--- config.mk ---
export PLATFORM = sky130hd
export DESIGN_NAME = change_issue_queue
export DESIGN_NICKNAME = d
export VERILOG_FILES = /design/src/rtl/change_pkg.sv /design/src/rtl/change_fifo.sv /design/src/rtl/change_issue_queue.sv
export SDC_FILE = /design/constraint.sdc
export NUM_CORES = 1
export LEC_CHECK = 0
export BUFFER_PORTS_ARGS = -buffer_cell sky130_fd_sc_hd__buf_2
export CORE_ASPECT_RATIO = 1.2
export CORE_MARGIN = 5
export CORE_UTILIZATION = 46
export DETAILED_ROUTE_END_ITERATION = 8
export PLACE_DENSITY_LB_ADDON = 0.08
export SETUP_SLACK_MARGIN = 0.5
export SYNTH_ARGS = -nofsm -noshare
export SYNTH_HDL_FRONTEND = slang
export SYNTH_SLANG_ARGS = --single-unit
--- constraint.sdc ---
create_clock -name clock -period 12 [get_ports clock]
set_input_delay 0.6 -clock clock [delete_from_list [all_inputs] [get_ports clock]]
set_output_delay 0.6 -clock clock [all_outputs]
set_load 0.03 [all_outputs]
--- src/rtl/change_pkg.sv ---
// Shared types for the change-record issue queue: default widths,
// FSM encoding and the packed record width helper.
package change_pkg;

    localparam int COORD_W_DEF = 16;
    localparam int ELEM_W_DEF  = 48;

    typedef enum logic [1:0] {
        IDLE  = 2'd0,
        ISSUE = 2'd1,
        BUSY  = 2'd2
    } state_e;

    function automatic int rec_w(input int cw, input int ew);
        return 2 * cw + ew;
    endfunction

endpackage

--- src/rtl/change_fifo.sv ---
// Synchronous FIFO of packed change records; pointers carry one wrap
// bit so full and empty are told apart without a separate counter.
module change_fifo
    import change_pkg::*;
#(
    parameter int W     = 80,
    parameter int DEPTH = 8,
    localparam int AW   = $clog2(DEPTH),
    localparam int LW   = $clog2(DEPTH + 1)
) (
    input  logic          clock,
    input  logic          reset,
    input  logic          push,
    input  logic          pop,
    input  logic          flush,
    input  logic [W-1:0]  wdata,
    output logic [W-1:0]  rdata,
    output logic [LW-1:0] level,
    output logic          full,
    output logic          empty
);

    logic [W-1:0] mem_q [DEPTH];
    logic [AW:0]  wr_q, wr_d;
    logic [AW:0]  rd_q, rd_d;
    logic         do_push;
    logic         do_pop;

    assign full  = (wr_q[AW-1:0] == rd_q[AW-1:0]) && (wr_q[AW] != rd_q[AW]);
    assign empty = (wr_q == rd_q);
    assign level = wr_q - rd_q;
    assign rdata = mem_q[rd_q[AW-1:0]];

    // flush wins over a same-edge push, which is simply dropped
    assign do_push = push && !full && !flush;
    assign do_pop  = pop && !empty && !flush;

    always_comb begin
        wr_d = wr_q;
        rd_d = rd_q;
        if (flush) begin
            wr_d = '0;
            rd_d = '0;
        end else begin
            if (do_push) wr_d = wr_q + 1'b1;
            if (do_pop)  rd_d = rd_q + 1'b1;
        end
    end

    always_ff @(posedge clock or negedge reset) begin
        if (!reset) begin
            wr_q <= '0;
            rd_q <= '0;
        end else begin
            wr_q <= wr_d;
            rd_q <= rd_d;
        end
    end

    always_ff @(posedge clock) begin
        if (do_push) mem_q[wr_q[AW-1:0]] <= wdata;
    end

endmodule

--- src/rtl/change_issue_queue.sv ---
// Buffers change records and sequences them into the vector-update core
// over the EnableChange / EOC_Flag handshake, with a recovery watchdog.
module change_issue_queue
    import change_pkg::*;
#(
    parameter int COORD_W = COORD_W_DEF,
    parameter int ELEM_W  = ELEM_W_DEF,
    parameter int DEPTH   = 8,
    parameter int CNT_W   = 16,
    parameter int TIMEOUT = 1024,
    localparam int LW     = $clog2(DEPTH + 1)
) (
    input  logic               clock,
    input  logic               reset,
    input  logic               in_valid,
    output logic               in_ready,
    input  logic [COORD_W-1:0] in_x,
    input  logic [COORD_W-1:0] in_y,
    input  logic [ELEM_W-1:0]  in_elem,
    input  logic               flush,
    output logic [COORD_W-1:0] X,
    output logic [COORD_W-1:0] Y,
    output logic [ELEM_W-1:0]  NewElement,
    output logic               EnableChange,
    input  logic               EOC_Flag,
    output logic [LW-1:0]      level,
    output logic               drained,
    output logic [CNT_W-1:0]   issued_count,
    output logic               err_timeout
);

    localparam int RW = rec_w(COORD_W, ELEM_W);
    localparam int WW = $clog2(TIMEOUT);
    localparam logic [WW-1:0] WD_MAX = WW'(TIMEOUT - 1);

    state_e             state_q, state_d;
    logic               en_q, en_d;
    logic [COORD_W-1:0] x_q, x_d;
    logic [COORD_W-1:0] y_q, y_d;
    logic [ELEM_W-1:0]  elem_q, elem_d;
    logic [CNT_W-1:0]   cnt_q, cnt_d;
    logic               err_q, err_d;
    logic [WW-1:0]      wd_q, wd_d;

    logic               push;
    logic               pop;
    logic               fflush;
    logic               full;
    logic               empty;
    logic               timeout;
    logic [RW-1:0]      head;

    change_fifo #(
        .W     (RW),
        .DEPTH (DEPTH)
    ) u_fifo (
        .clock (clock),
        .reset (reset),
        .push  (push),
        .pop   (pop),
        .flush (fflush),
        .wdata ({in_x, in_y, in_elem}),
        .rdata (head),
        .level (level),
        .full  (full),
        .empty (empty)
    );

    assign push         = in_valid && !full;
    assign in_ready     = !full;
    assign drained      = empty && (state_q == IDLE) && EOC_Flag;
    assign X            = x_q;
    assign Y            = y_q;
    assign NewElement   = elem_q;
    assign EnableChange = en_q;
    assign issued_count = cnt_q;
    assign err_timeout  = err_q;
    assign timeout      = (state_q != IDLE) && (wd_q == WD_MAX);

    always_comb begin
        state_d = state_q;
        en_d    = en_q;
        x_d     = x_q;
        y_d     = y_q;
        elem_d  = elem_q;
        cnt_d   = cnt_q;
        err_d   = err_q;
        wd_d    = wd_q;
        pop     = 1'b0;
        fflush  = 1'b0;
        if (state_q != IDLE) wd_d = wd_q + 1'b1;
        unique case (state_q)
            IDLE: begin
                if (flush) begin
                    fflush = 1'b1;
                end else if (!empty && EOC_Flag) begin
                    {x_d, y_d, elem_d} = head;
                    en_d    = 1'b1;
                    wd_d    = '0;
                    state_d = ISSUE;
                end
            end
            ISSUE: begin
                // head is dropped whether the core took it or the watchdog fired
                if (timeout) begin
                    err_d   = 1'b1;
                    en_d    = 1'b0;
                    pop     = 1'b1;
                    state_d = IDLE;
                end else if (!EOC_Flag) begin
                    en_d    = 1'b0;
                    pop     = 1'b1;
                    state_d = BUSY;
                end
            end
            BUSY: begin
                if (timeout) begin
                    err_d   = 1'b1;
                    state_d = IDLE;
                end else if (EOC_Flag) begin
                    cnt_d   = cnt_q + 1'b1;
                    state_d = IDLE;
                end
            end
            default: state_d = IDLE;
        endcase
    end

    always_ff @(posedge clock or negedge reset) begin
        if (!reset) begin
            state_q <= IDLE;
            en_q    <= 1'b0;
            x_q     <= '0;
            y_q     <= '0;
            elem_q  <= '0;
            cnt_q   <= '0;
            err_q   <= 1'b0;
            wd_q    <= '0;
        end else begin
            state_q <= state_d;
            en_q    <= en_d;
            x_q     <= x_d;
            y_q     <= y_d;
            elem_q  <= elem_d;
            cnt_q   <= cnt_d;
            err_q   <= err_d;
            wd_q    <= wd_d;
        end
    end

endmodule

### After elaboration in Yosys (flattened, before gate mapping)

Memory sizes are Yosys's and may differ from the RTL's. A register that Yosys moved wholly into a read port is not among the register bits.
Index checks and enable logic that the tools add are counted.

* memories kept: 1
* register bits: 38
* word-level logic and storage cells: 77
* RAM bits: 640
* output and inout port bits: 104

Memory list
* u_fifo.mem_q: depth 8, bits a word 80, rd ports 1, clocked after Yosys merged registers in 1, wr ports 1, line change_fifo.sv:23 `logic [W-1:0] mem_q [DEPTH];`

* multiplexer cells: 27
* equal/unequal tests: 10
* add/subtract/negate cells: 5
* bitwise operators: 2
* reduce and logical (&&, ||, !) cells: 25

Operators by type and width (number)
* $mux 10: 4
* $add 16x1->16 const B: 1
* $mux 4: 4
* $mux 2: 6
* $mux 1: 11
* $add 10x1->10 const B: 1
* $eq 10x10->1 const B: 1
* $logic_and 1x1->1: 10
* $add 4x1->4 const B: 2
* $reduce_and 4->1: 2
* $reduce_bool 2->1: 4
* $ne 3x3->1 const B: 2
* $pmux 2 s3: 1
* $reduce_and 3->1: 2
* $eq 4x4->1: 1
* $logic_not 1->1: 4
* $sub 4x4->4: 1
* $eq 3x3->1: 1
* $eq 2x1->1 const B: 1
* $eq 2x2->1 const B: 1
* $logic_not 2->1: 1
* $ne 2x1->1 const B: 1
* $ne 2x2->1 const B: 1
* $not 1->1: 2
* 4 further kinds: 4

### Longest topological paths before layout

* word-level depth: 8
* mapped depth: 11
* mapped depth without buffers: 6

### By module

From an unflattened synthesis, not the netlist that was laid out.

* cell total of the unflattened synthesis: 1481
* area, all modules: 29169.2 um^2

By module, submodules not included
* change_fifo: seq. area each 19418.6 um^2, cells each 1162, times used 1, area an instance 24654.9 um^2
* change_issue_queue: seq. area each 2752.6 um^2, cells each 319, times used 1, area an instance 4514.3 um^2

### Worst setup path before layout

No wires, ideal clock.

* path type: register to register
* from: reg u_fifo.rd_q[1]
* to: mem u_fifo.mem_q[1][0], enable pin
* data required time: 11384 ps
* arrival time: 7385 ps
* buffers on the path: 3
* stages on the path, launching flop included: 10
* period minus slack after synthesis: 8001 ps
* slack: 3999 ps
* path through: dfrtp_1 -> buf_4 -> buf_4 -> buf_2 -> inv_1 -> ha_1 -> nand3_1 -> o21ai_1 -> or3_1 -> nor3_1

* longest elaborated chain between the ends: 8

Ends and longest elaborated chain
* from (decl): line change_fifo.sv:25 `logic [AW:0] rd_q, rd_d;`
* from (signal assigned): line change_fifo.sv:56 `rd_q <= rd_d;`
* $eq 3x3->1 (*): line change_fifo.sv:29 `assign full = (wr_q[AW-1:0] == rd_q[AW-1:0]) && (wr_q[AW] != rd_q[AW]);`
* $logic_and 1x1->1 (*): line change_fifo.sv:29
* $logic_not 1->1 (*): line change_fifo.sv:35, change_issue_queue.sv:69
* $logic_and 1x1->1: line change_issue_queue.sv:69 `assign push = in_valid && !full;`
* $logic_and 1x1->1 (*) (2 in series): line change_fifo.sv:35 `assign do_push = push && !full && !flush;`
* $mux 1 (*): line change_fifo.sv:61 `if (do_push) mem_q[wr_q[AW-1:0]] <= wdata;`
* $mux 1 (implied by the code) (*): line change_fifo.sv:61
* to (decl): line change_fifo.sv:23

Mark *: on every way between the ends. The rest lies on a longest branch, timed or not.

### Worst setup path after layout

* from: reg u_fifo.rd_q[2]
* to: mem u_fifo.mem_q[6][1], enable pin

Same word-level chain as after synthesis.

==> results_dict.tcl <==
set metrics [dict create \
    syn_nets 1586 \
    min_period_ns 4.69 \
    via_per_inst 5.51 \
    yosys-mux-area-fraction 0.127 \
    cts_resized 0 \
    cp_slowest_cell "buf_4" \
    synth-simple-area-share 0.0469 \
    die_area_um2 67600 \
    cts_tree "done" \
    power_density_nw_per_um2 222 \
    dpl_cell_area_um2 30600 \
    coreArea_um2 61900 \
    crit_type "flip-flop to flip-flop" \
    vias 14217 \
    maxCapViolCount 0 \
    n_fill_cell 5000 \
    slew_viol_final 0 \
    p_leak_nw 11.2 \
    tns_ns 0 \
    synth_cells 1490 \
    preCtsSetupSlack_ns 7.24 \
    num_io_pins 189 \
    setup_violations 0 \
    port_buffers 188 \
    worst_pin_slew_ns 1.03 \
    grt_pass1_wl_um 96300 \
    cts_sinks 758 \
    seqCellArea_um2 22200 \
    nets 1799 \
    clk_pin_slew_ns 0.06 \
    post-route-util 0.535 \
    synth-compound-area-share 0.0261 \
    worstHoldPathType "input port to flip-flop" \
    fmax_mhz 213 \
    grt_max_degree 164 \
    clock_path_buffers 3 \
    routedWlPerCell_um 24.1 \
    whs_path_depth 1 \
    combPwrFrac 0.214 \
    first_global_vias 15362 \
    async_flop_share 0.156 \
    dp_hpwl_um 34700 \
    drtIter0Drc 937 \
    layout_commonest_cell "edfxtp_1" \
    end_kind "flip-flop" \
    antenna_left 0 \
    crit_cells 7 \
    cp_cell_sequence "clkinv_2 -> ha_1 -> nand3_1 -> o21ai_1 -> or3_1 -> nor2_4 -> buf_4" \
    ys_seq_area_frac 0.771 \
    ys_warn_count 0 \
    fin_area_um2 33100 \
    synth_ff_type "edfxtp_1" \
    synth_top_family_by_area "multiplexers" \
    cp_data_arrival_time_ns 4.90 \
    pwr-share-clk 0.320 \
    slew_headroom 0.316 \
    p_sw_w 0.00214 \
    die_y_um 284 \
    cpPeakStageDelay_ns 0.88 \
    area_growth_pct 15.2 \
    dr.pass1.iters 5 \
    multiInputGateArea_um2 6210 \
    fin_hold_ws_ns 0.275 \
    cts-buffers-inserted 75 \
    avgSynthCellArea_um2 19.3 \
    insertion_delay_ns 0.60 \
    max-vdd-ir-drop_uv 141 \
    finalCritPeriodShare 0.391 \
    fp.dieW_um 238 \
    gp_congestion 0.746 \
    drcViolationCount 0 \
    synth_fa_ha_area_frac 0.00505 \
    ys_ff_latch 758 \
    crit_family "simple AND/OR/NAND/NOR gates" \
    finalHoldViolCount 0 \
    internal-power_w 0.00523 \
    rr_worst_depth 7 \
    crit_required_ns 12.21 \
    synth_xor_xnor_area_share 0.00910 \
    layout_common_cells "640 x edfxtp_1, 187 x buf_2, 173 x nand2_1" \
    syn_area_um2 28700 \
    critPathBufInv 2 \
    cp_max_fo 55 \
    post-cts-setup-buffers 0 \
    drt_wl_total_um 62200 \
    drive_above_1_share 0.283 \
    synth_cell_types 48 \
    grt_overflow_total 0 \
    synth_edf_count 640 \
    status "finished, final reports clean" \
    start_kind "flip-flop" \
    fin_ws_ns 7.31 \
    initial_utilization 0.464 \
    cts_max_level 3 \
    track_usage 0.186 \
    std_cell_rows 100 \
    power_frac_seq 0.465 \
    grt_antenna_before_repair 10 \
    rsz0062_at_grt "false" \
    switching_share 0.290 \
    root_buffer "clkbuf_16" \
    clock-skew-final_ns 0.0188 \
]
==> layer usage <==
layer  track usage  routed length [um]
met1         0.250               26200
met2         0.317               31900
met3        0.0315                2820
met4        0.0531                1210
met5             0                  56
==> synth_stat cells (10+ instances only) <==
| master | count | area share |
|---|---|---|
| xnor2_1 | 16 | 0.0049 |
| dfrtp_1 | 118 | 0.10 |
| buf_2 | 27 | 0.0047 |
| nand3_1 | 14 | 0.0024 |
| nand2_1 | 173 | 0.023 |
| nor2_1 | 99 | 0.013 |
| inv_1 | 14 | 0.0018 |
| buf_4 | 14 | 0.0037 |
| clkbuf_1 | 31 | 0.0040 |
| edfxtp_1 | 640 | 0.67 |
| mux4_2 | 160 | 0.13 |
| xor2_1 | 12 | 0.0037 |
| a31oi_1 | 80 | 0.017 |
| o21ai_0 | 10 | 0.0017 |
| ha_1 | 10 | 0.0044 |
==> what timing repair did <==
item	4_1_cts	5_1_grt
hold buffers	1	0
endpoints found under the setup margin	0	0
endpoints found under the hold margin	8	0
==> state kept, by name, summed over array words and instances (netlist names) <==
signal        count
err_timeout       1
NewElement       48
wd_q             10
X                16
Y                16
issued_count     16
u_fifo.mem_q    640
u_fifo.rd_q       4
EnableChange      1
state_q           2
u_fifo.wr_q       4
==> per-stage QoR <==
| stage | cells | total power, W |
|---|---|---|
| CTS | 2577 | 0.00749 |
| floorplan | 1490 | 0.00459 |
| global placement | 2441 | 0.00509 |
| global route | 2580 | 0.00773 |
| finish | 2580 | 0.00737 |
| detailed placement | 2441 | 0.00511 |
==> cell type report <==
cell class | instances | share of cell area
sequential | 758 | 0.670
multi-input combinational | 642 | 0.188
clock buffer | 103 | 0.0645
timing repair buffer | 212 | 0.0349
tap | 816 | 0.0308
clock inverter | 32 | 0.0105
inverter | 14 | 0.00162
antenna | 3 | 0.000227
==> cell families after synthesis <==
kind of cell               after synthesis
adders and majority gates               11
and+or+nand+nor                        323
muxes                                  164
AOI/OAI and AO/OA                      115
buffers and inverters                   90
DFF                                    758
xor gates and xnor gates                29
==> power by group through the flow <==
| stage | Sequential (W) | Clock, W | Combinational [W] |
|---|---|---|---|
| after CTS | 0.00344 | 0.00242 | 0.00162 |
| after detailed placement | 0.00349 | 0 | 0.00162 |
| after global routing | 0.00347 | 0.00254 | 0.00172 |
| after global placement | 0.00348 | 0 | 0.00161 |
| final | 0.00343 | 0.00236 | 0.00158 |
| after floorplan | 0.00371 | 0 | 0.000883 |
==> final timing paths <==
path / slack, ns / to / startpoint
worst max-delay path: 7.31 / u_fifo.mem_q[6][1]$_DFFE_PP_ / u_fifo.rd_q[2]$_DFFE_PN0P_
worst min-delay path: 0.28 / u_fifo.mem_q[3][7]$_DFFE_PP_ / in_elem[7]
worst max register to register: 7.31 / u_fifo.mem_q[6][1]$_DFFE_PP_ / u_fifo.rd_q[2]$_DFFE_PN0P_
worst min register to register: 0.47 / issued_count[15]$_DFFE_PN0P_ / issued_count[15]$_DFFE_PN0P_
max in group asynchronous: 9.96 / NewElement[20]$_DFFE_PN0P_ / reset
min in group asynchronous: 0.58 / issued_count[2]$_DFFE_PN0P_ / reset
No activity file was read; power rests on OpenSTA's default activity.
